==> config.mk <==
export PLATFORM = sky130hd
export DESIGN_NAME = serial_rx_8b
export DESIGN_NICKNAME = d
export VERILOG_FILES = /design/src/rtl/serial_link_pkg.sv /design/src/rtl/sipo_shift_core.sv /design/src/rtl/serial_rx_8b.sv
export SDC_FILE = /design/constraint.sdc
export NUM_CORES = 1
export LEC_CHECK = 0
export BUFFER_PORTS_ARGS = -buffer_cell sky130_fd_sc_hd__buf_2
export CAP_MARGIN = 20
export CORE_ASPECT_RATIO = 1.1
export CORE_MARGIN = 2
export CORE_UTILIZATION = 35
export CTS_CLUSTER_DIAMETER = 40
export CTS_CLUSTER_SIZE = 12
export DETAILED_ROUTE_END_ITERATION = 8
export SLEW_MARGIN = 20
export SYNTH_ARGS = -nofsm -noshare
export SYNTH_HDL_FRONTEND = slang
export SYNTH_HIERARCHICAL = 1
export SYNTH_SLANG_ARGS = --single-unit
==> constraint.sdc <==
create_clock -name clk -period 2.9 [get_ports clk]
set_input_delay 0.29 -clock clk [delete_from_list [all_inputs] [get_ports clk]]
set_output_delay 0.29 -clock clk [all_outputs]
set_load 0.01 [all_outputs]
==> src/rtl/serial_link_pkg.sv <==
// rtl/serial_link_pkg.sv - constants and types shared by the serial link transmitter and receiver
package serial_link_pkg;

    localparam int SERIAL_WIDTH = 8;

    typedef enum logic [0:0] {
        RX_IDLE  = 1'b0,
        RX_SHIFT = 1'b1
    } rx_state_e;

endpackage

==> src/rtl/sipo_shift_core.sv <==
// rtl/sipo_shift_core.sv - serial-in shift register, bit counter and word completion strobe
module sipo_shift_core
    import serial_link_pkg::*;
#(
    parameter int WIDTH     = SERIAL_WIDTH,
    parameter bit MSB_FIRST = 1'b1
) (
    input  logic             clk,
    input  logic             rst_n,
    input  logic             sin,
    input  logic             sen,
    output logic [WIDTH-1:0] word,
    output logic             done,
    output logic             abort,
    output logic             busy
);

    localparam int CW = $clog2(WIDTH);
    localparam logic [CW-1:0] CNT_LAST = CW'(WIDTH - 1);

    rx_state_e        state_q, state_d;
    logic [CW-1:0]    cnt_q, cnt_d;
    logic [WIDTH-1:0] shreg_q, shreg_d;
    logic [WIDTH-1:0] shreg_next;

    // Completed word is the shifted value including the bit sampled on this edge.
    assign shreg_next = MSB_FIRST ? {shreg_q[WIDTH-2:0], sin} : {sin, shreg_q[WIDTH-1:1]};
    assign word       = shreg_next;
    assign busy       = (cnt_q != '0);

    always_comb begin
        state_d = state_q;
        cnt_d   = cnt_q;
        shreg_d = shreg_q;
        done    = 1'b0;
        abort   = 1'b0;
        case (state_q)
            RX_IDLE: begin
                if (sen) begin
                    shreg_d = shreg_next;
                    cnt_d   = CW'(1);
                    state_d = RX_SHIFT;
                end
            end
            RX_SHIFT: begin
                if (sen) begin
                    shreg_d = shreg_next;
                    if (cnt_q == CNT_LAST) begin
                        cnt_d   = '0;
                        state_d = RX_IDLE;
                        done    = 1'b1;
                    end else begin
                        cnt_d = cnt_q + CW'(1);
                    end
                end else begin
                    shreg_d = '0;
                    cnt_d   = '0;
                    state_d = RX_IDLE;
                    abort   = 1'b1;
                end
            end
            default: begin
                cnt_d   = '0;
                state_d = RX_IDLE;
            end
        endcase
    end

    always_ff @(posedge clk or negedge rst_n) begin
        if (!rst_n) begin
            state_q <= RX_IDLE;
            cnt_q   <= '0;
            shreg_q <= '0;
        end else begin
            state_q <= state_d;
            cnt_q   <= cnt_d;
            shreg_q <= shreg_d;
        end
    end

endmodule

==> src/rtl/serial_rx_8b.sv <==
// rtl/serial_rx_8b.sv - serial-to-parallel receiver with one-entry valid/ready holding register
module serial_rx_8b
    import serial_link_pkg::*;
#(
    parameter int WIDTH     = SERIAL_WIDTH,
    parameter bit MSB_FIRST = 1'b1
) (
    input  logic             clk,
    input  logic             rst_n,
    input  logic             sin,
    input  logic             sen,
    input  logic             dready,
    input  logic             ovr_clr,
    output logic [WIDTH-1:0] dout,
    output logic             dvalid,
    output logic             overrun,
    output logic             frame_err,
    output logic             busy
);

    logic [WIDTH-1:0] word;
    logic             done;
    logic             abort;

    logic [WIDTH-1:0] dout_q, dout_d;
    logic             dvalid_q, dvalid_d;
    logic             overrun_q, overrun_d;
    logic             frame_err_q, frame_err_d;
    logic             consume;

    sipo_shift_core #(
        .WIDTH     (WIDTH),
        .MSB_FIRST (MSB_FIRST)
    ) u_core (
        .clk   (clk),
        .rst_n (rst_n),
        .sin   (sin),
        .sen   (sen),
        .word  (word),
        .done  (done),
        .abort (abort),
        .busy  (busy)
    );

    assign consume = dvalid_q & dready;

    always_comb begin
        dout_d      = dout_q;
        dvalid_d    = dvalid_q;
        overrun_d   = overrun_q;
        frame_err_d = abort;
        if (done && (!dvalid_q || consume)) begin
            dout_d   = word;
            dvalid_d = 1'b1;
        end else if (consume) begin
            dvalid_d = 1'b0;
        end
        if (ovr_clr) begin
            overrun_d = 1'b0;
        end
        // A fresh drop on the same edge as a clear leaves the flag set.
        if (done && dvalid_q && !dready) begin
            overrun_d = 1'b1;
        end
    end

    always_ff @(posedge clk or negedge rst_n) begin
        if (!rst_n) begin
            dout_q      <= '0;
            dvalid_q    <= 1'b0;
            overrun_q   <= 1'b0;
            frame_err_q <= 1'b0;
        end else begin
            dout_q      <= dout_d;
            dvalid_q    <= dvalid_d;
            overrun_q   <= overrun_d;
            frame_err_q <= frame_err_d;
        end
    end

    assign dout      = dout_q;
    assign dvalid    = dvalid_q;
    assign overrun   = overrun_q;
    assign frame_err = frame_err_q;

endmodule

-- After elaboration in Yosys (flattened, before gate mapping)
Index checks and enable logic that the tools add are counted.
W data, S select, Z words.
- output and inout port bits: 12
- word-level logic and storage cells: 41
- flip-flop bits (word level): 22
- bitwise logic cells: 2
- muxes and demuxes: 20
- $add $sub $neg: 1
- reduce and logical (&&, ||, !) cells: 9
- equality and inequality tests: 2
- operators with widths (kind ; count):
    $mux W7 ; 2
    $pmux W7 S2 ; 1
    $mux W1 ; 12
    $mux W3 ; 3
    $pmux W3 S2 ; 1
    $reduce_bool A2 Y1 ; 2
    $add A3 B1 Y3 const B ; 1
    $eq A3 B3 Y1 const B ; 1
    $logic_and A1 B1 Y1 ; 3
    $reduce_bool A3 Y1 ; 1
    $logic_not A1 Y1 ; 2
    $ne A2 B2 Y1 const B ; 1
    $pmux W1 S2 ; 1
    $and A1 B1 Y1 ; 1
    $logic_or A1 B1 Y1 ; 1
    $not A1 Y1 ; 1

-- Longest topological paths before layout
- word-level depth: 7
- mapped depth: 5
- depth with buffers taken out: 5

-- Modules after synthesis
Netlist, hierarchy kept.
- modules (own cells, without submodules) (module ; sequential area each (µm²) ; area each (µm²) ; instances ; cells each):
    sipo_shift_core ; 275.3 ; 478.0 ; 1 ; 35
    serial_rx_8b ; 275.3 ; 437.9 ; 1 ; 25

-- Worst setup path after synthesis
No wires, ideal clock.
- path kind: register to register
- start point: register u_core.cnt_q[0]
- end point: register dout_q[0], in the netlist dout[0]
- arrival time: 1.426 ns
- library setup time: 0.125 ns
- setup slack: 1.349 ns
- path buffers: 0
- stages on the path, launching flop included: 6
- path through: dfrtp_1 -> ha_1 -> ha_1 -> and3_2 -> nand2_4 -> mux2_4
- word-level cells in the longest chain between the ends: 5
- RTL lines (element ; RTL line ; source):
    start, declared ; sipo_shift_core.sv:22 ; logic [CW-1:0] cnt_q, cnt_d;
    start signal, assigned ; sipo_shift_core.sv:76 ; cnt_q <= cnt_d;
    $eq A3 B3 Y1 ; sipo_shift_core.sv:48 ; if (cnt_q == CNT_LAST) begin
    $mux W1 ; sipo_shift_core.sv:48 ;
    $mux W1 ; sipo_shift_core.sv:46 ; if (sen) begin
    $mux W1 ; sipo_shift_core.sv:37 ; case (state_q)
    named net done ; serial_rx_8b.sv:22 ; logic done;
    $logic_and A1 B1 Y1 ; serial_rx_8b.sv:52 ; if (done && (!dvalid_q || consume)) begin
    end signal, assigned ; serial_rx_8b.sv:74 ; dout_q <= dout_d;
    end, declared ; serial_rx_8b.sv:25 ; logic [WIDTH-1:0] dout_q, dout_d;
The timed path passes the listed nets, and every way through them passes these cells.
A chain may end at the register's enable or synchronous reset.

-- Final worst setup path
- start point: register u_core.cnt_q[0]
- end point: register dout_q[6], in the netlist dout[6]
Same word-level chain as after synthesis.

==> results.json <==
{
  "numPortBuffers": 17,
  "setup-violations-final": 0,
  "critPathSlowestCell": "dfrtp_1",
  "slew_viol_final": 0,
  "avgRoutedWirePerCell_microns": 12.5,
  "async_reset_ff_share_pct": 100,
  "worstPathRequired_ns": 3.10,
  "ys_warn_count": 6,
  "critPathCaptureType": "flip-flop",
  "cts.sinks": 22,
  "path_depth": 5,
  "hold_path_end": "overrun",
  "ys_ff_latch": 22,
  "hold_depth": 2,
  "status": "finished, final reports clean",
  "cp_common_cell": "ha_1",
  "dieWidth_microns": 52.8,
  "synth.largest_area_cell": "dfrtp_1",
  "crit_arrival_ns": 1.84,
  "grt_usage_pct": 10.4,
  "critPathBufInv": 0,
  "total_power_uw": 550,
  "final_area_sq_um": 1070,
  "fin_crit_ns": 1.64,
  "utilization_pct": 42.8,
  "viasPerCell": 4.77,
  "min_from": "ovr_clr",
  "syn-cell-area_sq_um": 916,
  "antenna_found_initial": 0,
  "fmax_ghz": 0.608,
  "drv_cap": 0,
  "startpoint_type": "flip-flop",
  "grt_max_degree": 23,
  "critPathMaxStageDelay_ns": 0.43,
  "worst_r2r_endpoint": "dout[6]",
  "placementRows": 19,
  "synth_ff_type": "dfrtp_1",
  "p_per_area_nw_per_um2": 516,
  "setup_tns_ns": 0,
  "cts-resized-gates": 0,
  "clk_pin_slew_ns": 0.11,
  "vias": 529,
  "totalWireLength_mm": 1.39,
  "grt_pass1_wl_mm": 2.30,
  "dpl.hpwl_mm": 1.03,
  "first_global_vias": 522,
  "gp_congestion": 0.655,
  "htreeDepth": 1,
  "skew_ns": 0.00750,
  "period_share_pct": 56.7,
  "synth_nets": 69,
  "postSynthAreaPerCell_sq_um": 15.3,
  "power_switching_share_pct": 23.2,
  "max-slew-margin-rel_pct": 68.0,
  "synth_edf_count": 0,
  "cts-buffers-inserted": 3,
  "final_cells": 111,
  "insertedDiodeCount": 0,
  "layout-drive-gt1-share_pct": 42.5,
  "netlist_instances": 60,
  "dp_slack_ns": 1.27,
  "start_util_pct": 36.7,
  "r2r-start": "u_core/cnt_q[0]",
  "p_leak_nw": 0.588,
  "clk_latency_ns": 0.31,
  "rsz0062_at_grt": "no",
  "core_sq_um": 2500,
  "ir_worst_vdd_v": 0.000268,
  "ys_types": 19,
  "p_comb_share_pct": 9.1,
  "area_growth_pct": 16.5,
  "cts_root_buf": "clkbuf_4",
  "first_iter_violations": 4,
  "r2r_slack_ns": 1.26,
  "yosysSeqAreaShare_pct": 60.1,
  "ant_nets": 0,
  "clockBufferDepth": 2,
  "p_int_uw": 422,
  "dieHeight_microns": 57.7,
  "p_clk_share_pct": 30.5,
  "drtPass1Iterations": 4,
  "share_seq_of_total_power_pct": 60.4,
  "crit_family": "flip-flops",
  "ys_top_cells_by_area": "dfrtp_1 60%, mux2_4 13%, a22o_1 8.6%",
  "dp_cells": 106,
  "place_area_sq_um": 1020,
  "cp_max_fo": 8,
  "synth_top_area_share_pct": 60.1,
  "power_switching_uw": 128,
  "worstSetupPathType": "reg -> reg",
  "fin_ws_ns": 1.26,
  "final_hold_viol_count": 0,
  "crit_chain": "ha_1, ha_1, and3_2, nand2_4, mux2_4",
  "dieArea_sq_um": 3040,
  "worstRegToRegCells": 5,
  "final_nets": 90,
  "holdWs_ns": 0.170,
  "synth.most_common_cell": "dfrtp_1",
  "post-route-drc-count": 0,
  "hp-class": "in -> reg",
  "tightest_slew_ns": 0.479,
  "fillCellCount": 250,
  "grt_overflow_total": 0,
  "top_level_ports": 18,
  "cts_tree": "yes",
  "synth_common_cells": "22 x dfrtp_1, 9 x a22o_1, 8 x mux2_4, 4 x inv_1, 3 x ha_1"
}
## routing by layer
layer	wire, microns	track usage (%)
met5	0	0
met4	16	6.59
met3	43	2.32
met2	695	14.8
met1	637	14.3
## repair_timing
item,4_1_cts,5_1_grt
endpoints found under the hold margin,22,0
setup buffers,0,0
hold buffers,1,0
## how the worst max path moves through the flow
stage,slack [ns],end,start
2_1_floorplan,1.35,dout[0],u_core/cnt_q[0]
6_report,1.26,dout[6],u_core/cnt_q[0]
3_3_place_gp,1.31,dout[1],u_core/cnt_q[0]
3_5_place_dp,1.27,dout[1],u_core/cnt_q[0]
5_1_grt,1.19,dout[6],u_core/cnt_q[0]
4_1_cts,1.24,dout[6],u_core/cnt_q[0]
## placed cells by master (no fill, tap or decap), drive strengths merged
cell type     n
nor2          1
clkbuf        4
inv           4
a21boi        1
buf          17
and3          1
and2          1
a22o          9
o21a          1
o21ai         1
nand2b        2
nand2         2
dlygate4sd3   1
mux2          8
ha            3
dfrtp        22
and2b         1
o22ai         1
## flip-flops by register name (all words and copies together), names as in the netlist
name	cells
dout	8
dvalid	1
frame_err	1
overrun	1
u_core/cnt_q	3
u_core/shreg_q	7
u_core/state_q	1
## layout make-up
class / count / area, sq um / share of cell area, %
clock buffers: 4 / 36.3 / 3.40
inverters: 4 / 15.0 / 1.41
repair buffers: 18 / 95.1 / 8.91
well taps: 31 / 38.8 / 3.63
flip-flops and latches: 22 / 551 / 51.6
multi-input cells: 32 / 332 / 31.1
## power by group through the flow
stage / clock network (mW) / logic, mW / registers [mW]
after global placement: 0 / 0.0496 / 0.338
after detailed placement: 0 / 0.0506 / 0.339
after CTS: 0.172 / 0.0520 / 0.333
after floorplan: 0 / 0.0306 / 0.337
final: 0.168 / 0.0502 / 0.332
after global routing: 0.184 / 0.0568 / 0.335
## kinds of logic after synthesis
kind of cell               after synthesis  synth area share, %
and+or+nand+nor                          8                 7.51
buffers and inverters                    6                 3.69
DFF                                     22                 60.1
muxes                                    8                 13.1
AOI/OAI and AO/OA                       13                 11.5
adders and majority gates                3                 4.10
## worst reg2reg max path: stages (launching register included)
cell	delay, ns
dfrtp_1	0.43
ha_1	0.21
ha_1	0.20
and3_2	0.25
nand2_4	0.15
mux2_4	0.31
Note: power is estimated with default switching activity, not from simulation.
